### src/rtl/weight_fetch.sv
// rtl/weight_fetch.sv - walks a kernel opcode range through the weight ROM and streams 270-bit kernel beats
module weight_fetch #(
    parameter int OPW         = 6,
    parameter int WW          = 90,
    parameter int NUM_KERNELS = 38
) (
    input  logic              i_clk,
    input  logic              i_rst_n,
    input  logic              i_start,
    input  logic [OPW-1:0]    i_base,
    input  logic [OPW:0]      i_count,
    output logic              o_busy,
    output logic              o_done,
    output logic              o_err,
    output logic [OPW-1:0]    o_opcode,
    input  logic [WW-1:0]     i_weight0,
    input  logic [WW-1:0]     i_weight1,
    input  logic [WW-1:0]     i_weight2,
    output logic              o_kernel_valid,
    input  logic              i_kernel_ready,
    output logic [3*WW-1:0]   o_kernel_data,
    output logic [OPW-1:0]    o_kernel_idx
);

    typedef enum logic [1:0] {S_IDLE, S_FETCH, S_DRAIN, S_DONE} state_t;

    localparam logic [OPW+1:0] NK      = (OPW+2)'(NUM_KERNELS);
    localparam logic [OPW-1:0] ONE_OP  = 1;
    localparam logic [OPW:0]   ONE_CNT = 1;

    state_t           state;
    logic [OPW-1:0]   ptr;
    logic [OPW:0]     remaining;
    logic [OPW+1:0]   range_end;
    logic             load;

    // Two extra bits so base + count can never overflow before the range check.
    assign range_end = {2'b00, i_base} + {1'b0, i_count};
    assign load      = !o_kernel_valid || i_kernel_ready;

    always_ff @(posedge i_clk or negedge i_rst_n) begin
        if (!i_rst_n) begin
            state          <= S_IDLE;
            ptr            <= '0;
            remaining      <= '0;
            o_busy         <= 1'b0;
            o_done         <= 1'b0;
            o_err          <= 1'b0;
            o_opcode       <= '0;
            o_kernel_valid <= 1'b0;
            o_kernel_data  <= '0;
            o_kernel_idx   <= '0;
        end else begin
            o_done <= 1'b0;
            o_err  <= 1'b0;
            case (state)
                S_IDLE: begin
                    if (i_start) begin
                        if (range_end > NK) begin
                            o_err <= 1'b1;
                        end else if (i_count == '0) begin
                            o_busy <= 1'b1;
                            o_done <= 1'b1;
                            state  <= S_DONE;
                        end else begin
                            ptr       <= i_base;
                            remaining <= i_count;
                            o_opcode  <= i_base;
                            o_busy    <= 1'b1;
                            state     <= S_FETCH;
                        end
                    end
                end
                S_FETCH: begin
                    // The ROM is combinational, so the rows for o_opcode are captured directly.
                    if (load) begin
                        o_kernel_data  <= {i_weight0, i_weight1, i_weight2};
                        o_kernel_idx   <= o_opcode;
                        o_kernel_valid <= 1'b1;
                        ptr            <= ptr + ONE_OP;
                        remaining      <= remaining - ONE_CNT;
                        if (remaining == ONE_CNT) begin
                            state <= S_DRAIN;
                        end else begin
                            o_opcode <= ptr + ONE_OP;
                        end
                    end
                end
                S_DRAIN: begin
                    if (i_kernel_ready) begin
                        o_kernel_valid <= 1'b0;
                        o_done         <= 1'b1;
                        state          <= S_DONE;
                    end
                end
                S_DONE: begin
                    o_busy <= 1'b0;
                    state  <= S_IDLE;
                end
                default: state <= S_IDLE;
            endcase
        end
    end

endmodule

### config.mk
export PLATFORM = sky130hd
export DESIGN_NAME = weight_fetch
export DESIGN_NICKNAME = d
export VERILOG_FILES = /design/src/rtl/weight_fetch.sv
export SDC_FILE = /design/constraint.sdc
export NUM_CORES = 1
export LEC_CHECK = 0
export BUFFER_PORTS_ARGS = -buffer_cell sky130_fd_sc_hd__clkbuf_2
export CAP_MARGIN = 20
export CELL_PAD_IN_SITES_DETAIL_PLACEMENT = 2
export CELL_PAD_IN_SITES_GLOBAL_PLACEMENT = 2
export CORE_AREA = 2 2 221 223
export DETAILED_ROUTE_END_ITERATION = 7
export DIE_AREA = 0 0 223 225
export PLACE_DENSITY_LB_ADDON = 0.15
export SKIP_CTS_REPAIR_TIMING = 1
export SYNTH_ARGS = -nofsm -noshare
export SYNTH_HDL_FRONTEND = slang
export SYNTH_SLANG_ARGS = --single-unit
export TNS_END_PERCENT = 1
### constraint.sdc
create_clock -name i_clk -period 2.96 [get_ports i_clk]
set_input_delay 0.148 -clock i_clk [delete_from_list [all_inputs] [get_ports i_clk]]
set_output_delay 0.148 -clock i_clk [all_outputs]
set_load 0.02 [all_outputs]
==> out/results.ini <==
[synthesis]
syn_inst = 772
syn_area_um2 = 11930
seq_area_frac_synth = 0.6316
syn_area_per_cell_um2 = 15.45
ys_types = 49
synthArstFlopShare = 1.000
synth-edff-count = 0
synth_seq_cells = 301
synth_ff_type = dfrtp_1
syn_nets = 1073
ys_warn_count = 0

[grt]
grt_max_degree = 147
grt_pass1_vias = 9916
antenna_found_initial = 5
grt_pass1_wl_um = 64470
grt_usage = 0.1722
grt-ovfl-total = 0

[detailed_routing]
routedWlPerCell_um = 21.77
vias = 10040
drtIter0Drc = 306
first_pass_iters = 4
ant_nets = 0
wl_um = 49570
drc = 0
vias_per_cell = 4.408

[clocking]
cts_tree = built
root_buffer = clkbuf_16
cts_buffers = 38
cts_max_path_buffers = 3
cts_sinks = 301
clkTransAtPathRegs_ns = 0.06
h-tree-depth = 2
clk-insertion-delay-late_ns = 0.54

[sta]
fmax_mhz = 385.5
layout_min_cycle_time_ns = 2.594
slew_viol_final = 0
fin_crit_sh = 0.8764
relSlewSlack = 0.3380
final_hold_viol_count = 0
setup_violations = 0
clock-skew-final_ns = 0.02508
worst_pin_slew_ns = 0.9930
rsz0062_at_grt = false
fin_tns_setup_ns = 0

[die]
dieArea_um2 = 50180
core_region_area_um2 = 47550
die_h_um = 225
io_pins = 573
fp.dieW_um = 223
initial_utilization = 0.2508
num_rows = 80

[layout]
fill_cells = 4871
layout_commonest_cell = clkbuf_2
final_area_um2 = 19570
final_cell_mix = clkbuf_2, dfrtp_1, mux2_2
area_growth_pct = 64.06
nNetsFinal = 1934
final_core_util = 0.4115
drive_gt1_frac = 0.5588

[setup_path]
arrival_ns = 3.06
crit_path_start = state[1]$_DFFE_PN0P_
criticalPathCategory = reg2reg
r2r-start = state[1]$_DFFE_PN0P_
rr_endpoint = remaining[4]$_DFFE_PN0P_
endpoint = remaining[4]$_DFFE_PN0P_
regToRegSetupSlack_ns = 0.37
cp_max_fo = 31
cp-start-kind = flop
crit_required_ns = 3.42
crit_path_end_kind = flop
ff2ff_path_depth = 9

[power_and_ir_drop]
finalPower_mw = 22.33
leakagePower_nw = 9.478
power_density_nw_per_um2 = 1141
ir_drop_v = 0.0005989

[placement]
hpwlAfterDp_um = 34400
placed_area_um2 = 15600
portBuffers = 572
place_congestion = 0.7987

[hold_path]
hold_depth = 3
min-delay-path-class = in2reg

[status]
status = finished clean

[job]
cap_violations = 0

[critical path, stage by stage, from the launching register on]
cell	delay (ns)
dfrtp_1	0.41
inv_1	0.09
ha_1	0.31
and4b_1	0.28
a211o_1	0.24
a41oi_1	0.38
nand2_4	0.14
buf_12	0.19
nor4b_1	0.33
a211o_1	0.15
[worst min path at each step]
stage | startpoint | end | slack, ns
2_1_floorplan | i_rst_n | o_busy$_DFFE_PN0P_ | -0.15
3_3_place_gp | i_rst_n | o_kernel_data[116]$_DFFE_PN0P_ | 0.23
3_5_place_dp | i_rst_n | o_kernel_data[95]$_DFFE_PN0P_ | 0.22
4_1_cts | i_rst_n | o_kernel_data[116]$_DFFE_PN0P_ | -0.36
5_1_grt | i_base[1] | ptr[1]$_DFFE_PN0P_ | 0.05
6_report | i_base[2] | o_opcode[2]$_DFFE_PN0P_ | 0.02
[area by class of cell]
cell class / instances / area (µm²) / area share
Sequential cell: 301 / 7532 / 0.3850
Multi-Input combinational cell: 424 / 4209 / 0.2151
Clock inverter: 7 / 88.84 / 0.004540
Inverter: 10 / 37.54 / 0.001918
Timing Repair Buffer: 858 / 5793 / 0.2961
Clock buffer: 57 / 1124 / 0.05742
Tap cell: 615 / 769.5 / 0.03933
Antenna cell: 5 / 12.51 / 0.0006395
[power by group]
group          leakage (nW)  internal [mW]  total (mW)  switching [mW]
sequential             3.56           6.26        7.54            1.28
clock                 0.598           2.78        4.59            1.81
combinational          5.32           4.24        10.2            5.95
[through the flow]
stage	cells	hold WS (ns)	worst slack [ns]
after detailed placement	1934	0.2229	0.1853
final	2277	0.02026	0.3658
after global routing	2276	0.04861	0.1484
after floorplan	772	-0.1476	0.6588
after CTS	1998	-0.3631	0.3722
after global placement	1934	0.2300	0.3633
[sequential cells by signal, summed over array words and instances, names as in the netlist]
| register | count |
|---|---|
| remaining | 7 |
| state | 2 |
| o_err | 1 |
| o_done | 1 |
| o_kernel_valid | 1 |
| o_kernel_idx | 6 |
| ptr | 6 |
| o_busy | 1 |
| o_opcode | 6 |
| o_kernel_data | 270 |
[kinds of logic (layout without fill, tap and decap cells)]
logic type / after synthesis / in the layout / synth area share
buf+inv: 47 / 932 / 0.01616
simple gates: 66 / 66 / 0.03032
flops: 301 / 301 / 0.6316
xor+xnor: 7 / 7 / 0.005141
other cells: 0 / 5 / 0
mux: 285 / 285 / 0.2697
fa+ha+maj: 14 / 14 / 0.01532
compound gates: 52 / 52 / 0.03179
[synthesized netlist by cell type, types with 7 or more instances]
cell type  number  area share
dfrtp_1       301        0.63
mux2_2        279        0.26
clkbuf_1       30      0.0094
ha_1           13       0.014
nor2_1         13      0.0041
a21oi_1        12      0.0050
inv_1          10      0.0031
nand2_1         9      0.0028
nand2b_1        9      0.0047
nand3_1         9      0.0038
o21ai_0         9      0.0038
nor3_1          7      0.0029
[routing by layer]
layer / share of wire / GRT usage / vias up
met3: 0.078 / 0.08123 / 80
li1: - / - / 4477
met1: 0.35 / 0.1765 / 5105
met5: 0.00026 / 0 / -
met2: 0.54 / 0.3077 / 373
met4: 0.029 / 0.05932 / 2
No activity file was read; power rests on OpenSTA's default activity.
